==> config.mk <==
export PLATFORM = sky130hd
export DESIGN_NAME = match_len_accumulator
export DESIGN_NICKNAME = d
export VERILOG_FILES = /design/src/rtl/match_len_accumulator_pkg.sv /design/src/rtl/match_len_accumulator.sv
export SDC_FILE = /design/constraint.sdc
export NUM_CORES = 1
export LEC_CHECK = 0
export ABC_AREA = 0
export BUFFER_PORTS_ARGS = -buffer_cell sky130_fd_sc_hd__buf_2
export CAP_MARGIN = 20
export CORE_ASPECT_RATIO = 1.1
export CORE_MARGIN = 2
export CORE_UTILIZATION = 30
export CTS_CLUSTER_SIZE = 30
export DETAILED_ROUTE_END_ITERATION = 8
export GPL_TIMING_DRIVEN = 0
export SYNTH_ARGS = -nofsm -noshare
export SYNTH_HDL_FRONTEND = slang
export SYNTH_SLANG_ARGS = --single-unit
export TNS_END_PERCENT = 50
==> constraint.sdc <==
create_clock -name clk -period 5.9 [get_ports clk]
set_input_delay 1.18 -clock clk [delete_from_list [all_inputs] [get_ports clk]]
set_output_delay 1.18 -clock clk [all_outputs]
set_load 0.01 [all_outputs]
==> src/rtl/match_len_accumulator_pkg.sv <==
// Shared types for the match-length accumulator: FSM state encoding and default widths.
package match_len_accumulator_pkg;

    typedef enum logic [1:0] {
        StIdle  = 2'd0,
        StAcc   = 2'd1,
        StDrain = 2'd2,
        StOut   = 2'd3
    } state_e;

    localparam int unsigned DefMaskWidth     = 14;
    localparam int unsigned DefMatchLenWidth = 5;
    localparam int unsigned DefTotalLenWidth = 16;
    localparam int unsigned DefTagWidth      = 16;
    localparam int unsigned DefMaxMatchLen   = 1024;

endpackage

==> src/rtl/match_len_accumulator.sv <==
// Sums per-window match segments until can_ext=0, then presents total length and first tag.
// Optional clamping to MAX_MATCH_LEN is enabled by defining MATCH_LEN_ACC_SATURATE_EN.
module match_len_accumulator
    import match_len_accumulator_pkg::*;
#(
    parameter int unsigned MASK_WIDTH      = DefMaskWidth,
    parameter int unsigned MATCH_LEN_WIDTH = DefMatchLenWidth,
    parameter int unsigned TOTAL_LEN_WIDTH = DefTotalLenWidth,
    parameter int unsigned TAG_WIDTH       = DefTagWidth,
    parameter int unsigned MAX_MATCH_LEN   = DefMaxMatchLen
) (
    input  logic                       clk,
    input  logic                       rst,
    input  logic                       in_valid,
    output logic                       in_ready,
    input  logic [MATCH_LEN_WIDTH-1:0] in_match_len,
    input  logic                       in_can_ext,
    input  logic [TAG_WIDTH-1:0]       in_tag,
    output logic                       out_valid,
    input  logic                       out_ready,
    output logic [TOTAL_LEN_WIDTH-1:0] out_match_len,
    output logic [TAG_WIDTH-1:0]       out_tag,
    output logic                       out_saturated
);

    if (($clog2(MASK_WIDTH + 1) > MATCH_LEN_WIDTH) || (MATCH_LEN_WIDTH > TOTAL_LEN_WIDTH) ||
        (MAX_MATCH_LEN == 0)) begin : g_bad_params
        $error("match_len_accumulator: inconsistent width parameters");
    end

    state_e                     state_q, state_d;
    logic [TOTAL_LEN_WIDTH-1:0] acc_q, acc_d;
    logic [TAG_WIDTH-1:0]       tag_q, tag_d;
    logic [TOTAL_LEN_WIDTH-1:0] out_len_q, out_len_d;
    logic [TAG_WIDTH-1:0]       out_tag_q, out_tag_d;

    logic                       accept;
    logic                       first_seg;
    logic [TOTAL_LEN_WIDTH-1:0] sum;
    logic [TAG_WIDTH-1:0]       match_tag;

    assign in_ready  = (state_q != StOut) || out_ready;
    assign accept    = in_valid && in_ready;
    // An accepted segment in OUT is the first of a new match, exactly as from IDLE.
    assign first_seg = (state_q == StIdle) || (state_q == StOut);
    assign sum       = (first_seg ? '0 : acc_q) + TOTAL_LEN_WIDTH'(in_match_len);
    assign match_tag = first_seg ? in_tag : tag_q;

`ifdef MATCH_LEN_ACC_SATURATE_EN
    localparam logic [TOTAL_LEN_WIDTH-1:0] MaxLen = TOTAL_LEN_WIDTH'(MAX_MATCH_LEN);
    logic out_sat_q, out_sat_d;
`endif

    always_comb begin
        state_d   = state_q;
        acc_d     = acc_q;
        tag_d     = tag_q;
        out_len_d = out_len_q;
        out_tag_d = out_tag_q;
`ifdef MATCH_LEN_ACC_SATURATE_EN
        out_sat_d = out_sat_q;
`endif

        if (state_q == StOut && out_ready) begin
            state_d = StIdle;
        end

        if (accept && state_q != StDrain) begin
            tag_d = match_tag;
            if (!in_can_ext) begin
                out_len_d = sum;
                out_tag_d = match_tag;
                state_d   = StOut;
            end else begin
                acc_d   = sum;
                state_d = StAcc;
            end
`ifdef MATCH_LEN_ACC_SATURATE_EN
            out_sat_d = 1'b0;
            if (sum >= MaxLen) begin
                out_len_d = MaxLen;
                out_tag_d = match_tag;
                out_sat_d = 1'b1;
                state_d   = in_can_ext ? StDrain : StOut;
            end
`endif
        end

`ifdef MATCH_LEN_ACC_SATURATE_EN
        // Result already latched on entry; remaining segments of this match are discarded.
        if (state_q == StDrain && accept && !in_can_ext) begin
            state_d = StOut;
        end
`endif
    end

    always_ff @(posedge clk) begin
        if (rst) begin
            state_q   <= StIdle;
            acc_q     <= '0;
            tag_q     <= '0;
            out_len_q <= '0;
            out_tag_q <= '0;
        end else begin
            state_q   <= state_d;
            acc_q     <= acc_d;
            tag_q     <= tag_d;
            out_len_q <= out_len_d;
            out_tag_q <= out_tag_d;
        end
    end

`ifdef MATCH_LEN_ACC_SATURATE_EN
    always_ff @(posedge clk) begin
        if (rst) begin
            out_sat_q <= 1'b0;
        end else begin
            out_sat_q <= out_sat_d;
        end
    end
    assign out_saturated = out_sat_q;
`else
    assign out_saturated = 1'b0;
`endif

    assign out_valid     = (state_q == StOut);
    assign out_match_len = out_len_q;
    assign out_tag       = out_tag_q;

endmodule
# Word-level counts from Yosys, hierarchy flattened
# Cells that the tools add are included.
[word_totals] register_bits=66 input_bits=26 output_inout_bits=35
[classes] add_sub_neg=1 n_eq_ne=3 mux=5 n_bitwise=1 reduce_logical=9
[op_table] op="2-to-1 mux 16 bit" count=2
[op_table] op="adder 16 x 5 -> 16 bit" count=1
[op_table] op="2-to-1 mux 2 bit" count=3
[op_table] op="inequality test 2 bit, second input constant" count=2
[op_table] op="AND reduction 2 bit" count=2
[op_table] op="logical AND 1 bit" count=3
[op_table] op="== test 2 bit, second input constant" count=1
[op_table] op="zero test 2 bit" count=1
[op_table] op="logical OR 1 bit" count=2
[op_table] op="nonzero test 2 bit" count=1
[op_table] op="NOT 1 bit" count=1

# Logic depth before layout (Yosys ltp)
# Gate-level depths: netlist of the first run.
[depth] ltp_word=5 ltp_mapped=12 depth_no_buf=10

# Worst setup path after synthesis of the first run
# OpenSTA, ideal clock, no wires.
[synth_timing] path_type="reg-to-reg" from="reg state_q[0]" to="reg out_len_q[10] (netlist: out_match_len[10])" setup_ps=86 arrival_ps=2845 setup_slack_ps=2969 path_stages_with_launch=13 cell_sequence="dfxtp_1 inv_1 ha_1 buf_2 buf_1 nor2b_1 ha_1 fa_1 a21oi_1 o22a_1 nor3_1 xor2_1 a211oi_1"
[synth_between] elab_chain_len=5 elab_cells_between_ends=11
[synth_lines] item="start: declaration" line_no="match_len_accumulator.sv:31" rtl="state_e state_q, state_d;"
[synth_lines] item="start signal: assignment" line_no="match_len_accumulator.sv:99" rtl="state_q <= StIdle;"
[synth_lines] item="start signal: assignment" line_no="match_len_accumulator.sv:105" rtl="state_q <= state_d;"
[synth_lines] item="branches (longest 5 deep; another with adder 16 x 5 -> 16 bit)"
[synth_lines] item="end signal: assignment" line_no="match_len_accumulator.sv:108" rtl="out_len_q <= out_len_d;"
[synth_lines] item="end: declaration" line_no="match_len_accumulator.sv:34" rtl="logic [TOTAL_LEN_WIDTH-1:0] out_len_q, out_len_d;"
# Several ways; the timed one is not identified.
# A chain may end at the register's enable or synchronous reset.

# Final worst setup path of the first run
# Ends and elaborated chain as after synthesis.

==> run_results.csv, run 1 <==
group,metric,value,unit
cts,root_buffer,"clkbuf_8",
pwr,switching_share,0.273,
setup_path,critPathRequiredTime,6.18,ns
yosys,synth_top_cell_by_area,"dfxtp_1",
setup_path,path_class,"reg2reg",
cts,cts_buffers,9,
yosys,synth_ff_type,"dfxtp_1",
yosys,synth.distinct_cells,51,
floorplanning,die_width,101,um
place,place_ws,2.37,ns
yosys,yosysWarnings,0,
drt,drtIter0Drc,144,
timing,period_share,0.602,
pwr,power.share.combinational,0.163,
timing,hold_slack,0.454,ns
floorplanning,die_h,110,um
setup_path,path_max_fanout,10,
final_layout,area_growth,21.4,%
global_route,antenna_found_initial,0,
cts,ctsLongestPathBuffers,2,
min_path,hp-class,"reg2reg",
floorplanning,placeableCoreArea,0.00994,sq mm
pwr,power_switching,0.300,mW
pwr,power_density,294,mW/mm^2
global_route,grt_max_degree,12,
pwr,seqPwrFrac,0.444,
place,dp_hpwl,5620,um
pwr,intPower,0.797,mW
floorplanning,num_rows,38,
final_layout,n_antenna_cell,0,
drt,final_antenna_net_count,0,
floorplanning,num_io_pins,61,
yosys,synth_area_leaders,"dfxtp_1 43%, mux2i_1 10%, nor2_1 5.9%",
drt,finalWirelength,7530,um
timing,fin_skew,0.0122,ns
timing,final_max_slew_viol_count,0,
yosys,syn_inst,329,
final_layout,drive_above_1_share,0.231,
yosys,synth.yosys.seq_area_share,0.430,
yosys,syn_area,0.00308,sq mm
timing,max_freq,282,MHz
setup_path,start_kind,"register",
place,gp_congestion,0.817,
drt,viasPerCell,5.00,
cts,cts_sinks,66,
cts,cts_setup_buffers,0,
drt,vias,2617,
yosys,synth-edff-count,0,
yosys,yosysMostFrequentCell,"dfxtp_1",
yosys,synth-seq-cells,66,
timing,worst_pin_slew,0.684,ns
pwr,p_leak,1.53,nW
yosys,ys_top_cells_by_count,"66 x dfxtp_1, 48 x nor2_1, 32 x mux2i_1",
final_layout,nFillCells,994,
timing,relSlewSlack,0.544,
pwr,pwr-share-clk,0.392,
global_route,grt_overflow,0,
status,status,"finished clean",
timing,setup_tns,0,ns
cts,ctsHoldBuffers,0,
setup_path,crit_path_end_kind,"register",
pwr,peakVddDrop,0.137,mV
timing,setup_violations,0,
cts,ctsResizeCount,0,
floorplanning,die_area,0.0111,sq mm
global_route,grt_use_total,0.146,
cts,clkLatencyLatePin,0.37,ns
timing,setup_slack,2.35,ns
drt,wl_per_cell,14.4,um
drt,dr.pass1.iters,4,
timing,finalCriticalPeriod,3.55,ns
timing,grt_setup_unrepaired,"false",
yosys,synth_nets,363,
cts,tritoncts,"yes",
yosys,ys_async_sr_fraction,0,
floorplanning,start_util,0.309,
global_route,grt_pass1_wl,12200,um
run,maxCapViolations,0,
yosys,synth_top_cell_area_share,0.430,
global_route,grt_pass1_vias,2501,
cts,ctsHtreeMaxLevel,3,
timing,hold_viol,0,
final_layout,final_nets,432,
setup_path,critPathArrivalTime,3.83,ns
cts,clk_pin_slew,0.07,ns
drt,drc,0,
yosys,syn_avg_cell_area,9.35,sq um
place,io_buffer_count,58,
power by group through the flow:
stage          combinational, mW  clock (mW)  sequential [mW]
6_report                   0.179       0.430            0.487
5_1_grt                    0.201       0.466            0.490
4_1_cts                    0.182       0.443            0.487
3_5_place_dp               0.181           0            0.497
3_3_place_gp               0.178           0            0.496
2_1_floorplan              0.117           0            0.502
layout by cell type (no fill, tap or decap), drive strengths merged, types with 2 or more instances in the layout:
master	n
o21ai	11
nand3b	2
mux2i	32
nand4	2
a22o	5
dfxtp	66
a32o	8
ha	7
nor3	5
nand4b	2
clkbuf	21
or4	3
nand2b	5
o211ai	2
xnor2	3
inv	5
clkinv	2
nor2	48
nand3	3
buf	69
nand2	22
a21o	2
xor2	9
a211oi	24
a21oi	15
a311oi	2
nor2b	8
bufinv	2
per-layer routing:
metal,track usage,wire length (um)
met2,0.229,3520
met5,0,0
met3,0.0504,461
met4,0.0724,170
met1,0.179,3370
registers in the layout, indices dropped and copies added (netlist names):
signal	count
acc_q	16
out_match_len	16
tag_q	16
out_tag	16
state_q	2
final timing paths:
path / from / endpoint / slack, ns / depth (start not counted)
min reg2reg: out_match_len[6] / out_match_len[6] / 0.45 / 2
max: state_q[0] / out_match_len[10] / 2.35 / 12
max reg2reg: state_q[0] / out_match_len[10] / 2.35 / 12
min: out_match_len[6] / out_match_len[6] / 0.45 / 2
critical path, cell delays in order (launching register included):
cell and delay [ns]:
dfxtp_1 0.36, inv_1 0.05, ha_1 0.37, buf_2 0.26, buf_1 0.53, nor2b_1 0.11, ha_1 0.24, fa_1 0.42
a21oi_1 0.27, o22a_1 0.34, nor3_1 0.14, xor2_1 0.15, a211oi_1 0.23
area by class of cell:
cell class	instances	area [sq um]	area share
Tap cell	120	150	0.0402
Timing Repair Buffer	58	290	0.0777
Buffer	21	96.3	0.0258
Clock buffer	11	141	0.0379
Sequential cell	66	1320	0.354
Multi-Input combinational cell	237	1640	0.439
Inverter	5	18.8	0.00503
Clock inverter	5	77.6	0.0208
metrics by stage:
stage          cell area [sq um]  power [mW]   util  cells
5_1_grt                     3730        1.16  0.376    523
6_report                    3730        1.10  0.376    523
4_1_cts                     3730        1.11  0.376    523
2_1_floorplan               3080       0.620      -    329
3_3_place_gp                3520       0.674  0.354    507
3_5_place_dp                3520       0.678  0.354    507
cell families (layout without fill, tap and decap cells):
logic type,after synthesis,count (layout),synth area share
AO/OA/AOI/OAI,77,77,0.182
XOR/XNOR,12,12,0.0342
adder cells (fa/ha/maj),8,8,0.0350
buffers and inverters,26,100,0.0374
flip-flops,66,66,0.430
multiplexers,32,32,0.104
other,1,1,0.00122
AND/OR/NAND/NOR,107,107,0.176
Note: power is estimated with default switching activity, not from simulation.
==> run 2: changes to the inputs <==
- clock period: 5.9 -> 3.1 ns (I/O delays scaled with it)
==> run_results.csv, run 2 (synthesized netlist as in run 1, its figures left out) <==
group,metric,value,unit
status,status,"finished clean",
cts,clk_pin_slew,0.08,ns
floorplanning,start_util,0.309,
global_route,grt_pass1_wl,12300,um
setup_path,critPathArrivalTime,3.21,ns
setup_path,crit_start,"state_q[0]",
floorplanning,num_io_pins,61,
pwr,p_leak,1.55,nW
timing,final_max_slew_viol_count,0,
final_layout,layout_common_cells,"66 x dfxtp_1, 65 x buf_2, 48 x nor2_1",
timing,grt_setup_unrepaired,"false",
timing,relSlewSlack,0.545,
min_path,hp-start,"out_match_len[6]",
timing,period_share,0.944,
floorplanning,num_rows,38,
timing,fin_skew,0.0128,ns
cts,tritoncts,"yes",
floorplanning,placeableCoreArea,0.00994,sq mm
run,maxCapViolations,0,
final_layout,final_common_cell,"dfxtp_1",
pwr,peakVddDrop,0.272,mV
final_layout,n_antenna_cell,0,
pwr,seqPwrFrac,0.442,
setup_path,path_max_fanout,10,
global_route,grt_max_degree,12,
final_layout,drive_above_1_share,0.243,
pwr,power_switching,0.574,mW
setup_path,start_kind,"register",
global_route,use_met3,0.0504,
global_route,use_met1,0.178,
cts,root_buffer,"clkbuf_8",
timing,max_freq,342,MHz
timing,setup_violations,0,
global_route,grt_use_total,0.146,
timing,setup_tns,0,ns
final_layout,area_growth,22.4,%
floorplanning,die_h,110,um
setup_path,crit_path_end_kind,"register",
drt,vias,2619,
timing,hold_slack,0.454,ns
global_route,grt_pass1_vias,2511,
final_layout,final_nets,433,
timing,worst_pin_slew,0.683,ns
cts,cts_buffers,9,
place,gp_congestion,0.817,
floorplanning,die_area,0.0111,sq mm
global_route,antenna_found_initial,0,
setup_path,path_class,"reg2reg",
floorplanning,die_width,101,um
setup_path,critPathRequiredTime,3.39,ns
min_path,hp-class,"reg2reg",
timing,finalCriticalPeriod,2.93,ns
global_route,grt_overflow,0,
place,io_buffer_count,58,
global_route,met2_usage,0.231,
place,dp_hpwl,5620,um
cts,ctsLongestPathBuffers,2,
pwr,pwr-share-clk,0.391,
drt,drtIter0Drc,171,
pwr,power.share.combinational,0.167,
drt,final_antenna_net_count,0,
drt,drc,0,
cts,cts_sinks,66,
pwr,switching_share,0.274,
drt,wl_per_cell,14.6,um
drt,dr.pass1.iters,4,
drt,finalWirelength,7630,um
global_route,grt-busiest-layer,"met2",
drt,viasPerCell,5.00,
cts,ctsHtreeMaxLevel,3,
timing,hold_viol,0,
setup_path,r2r_start,"state_q[0]",
cts,clkLatencyLatePin,0.37,ns
pwr,power_density,558,mW/mm^2
pwr,intPower,1.52,mW
==> run 2: cell count changes in the layout (fill, tap and decap cells not counted), sizes merged <==
cell  before  now
buf       69   70
==> run 2: worst max-delay path, cell delays in order, from the launching register on <==
cell and delay, ns:
dfxtp_1 0.36, inv_1 0.06, ha_2 0.38, buf_6 0.16, buf_6 0.17, nor2b_1 0.06, ha_1 0.21, fa_1 0.44
a21oi_2 0.20, o22ai_1 0.18, and3_1 0.25, xor2_1 0.18, a211oi_1 0.22
==> run 2: final timing paths <==
| check | end | slack [ns] | cells past startpoint |
|---|---|---|---|
| setup reg to reg | out_match_len[12] | 0.17 | 12 |
| hold / removal | out_match_len[6] | 0.45 | 2 |
| hold reg to reg | out_match_len[6] | 0.45 | 2 |
| setup / recovery | out_match_len[12] | 0.17 | 12 |
==> run 2: area by class of cell <==
cell class | instances | area, sq um
well taps | 120 | 150
flip-flops and latches | 66 | 1320
clock inverters | 5 | 77.6
fillers | 995 | 6170
inverters | 5 | 18.8
multi-input cells | 237 | 1650
clock buffers | 11 | 141
repair buffers | 59 | 298
plain buffers | 21 | 110
==> run 2: power by group through the flow <==
stage	registers (mW)	clock network, mW	logic [mW]
after floorplan	0.956	0	0.223
after global placement	0.945	0	0.339
after detailed placement	0.947	0	0.344
after CTS	0.927	0.844	0.349
after global routing	0.933	0.886	0.391
final	0.927	0.821	0.351
==> run 2: per-stage QoR <==
| step | worst slack (ns) | area [sq um] | total power, mW | cells | utilization |
|---|---|---|---|---|---|
| detailed placement | -0.431 | 3520 | 1.29 | 507 | 0.354 |
| CTS | 0.0579 | 3740 | 2.12 | 523 | 0.377 |
| finish | 0.174 | 3760 | 2.10 | 524 | 0.379 |
| global route | 0.0207 | 3760 | 2.21 | 524 | 0.379 |
| floorplan | 0.169 | 3080 | 1.18 | 329 | - |
| global placement | -0.367 | 3520 | 1.28 | 507 | 0.354 |
==> run 2: repair_timing <==
action	in CTS	in global routing
gates resized for setup	4	4
hold buffers	0	0
pin swaps	0	1
endpoints found under the hold margin	0	0
buffers inserted	0	1
setup endpoints to repair	24	7
==> run 2: routing by layer <==
layer  wire length, um  up-vias  part of all wire
li1                  -     1324                 -
met1              3350     1224              0.44
met2              3650       62              0.48
met3               481        9             0.063
met4               144        0             0.019
met5                 0        -                 0
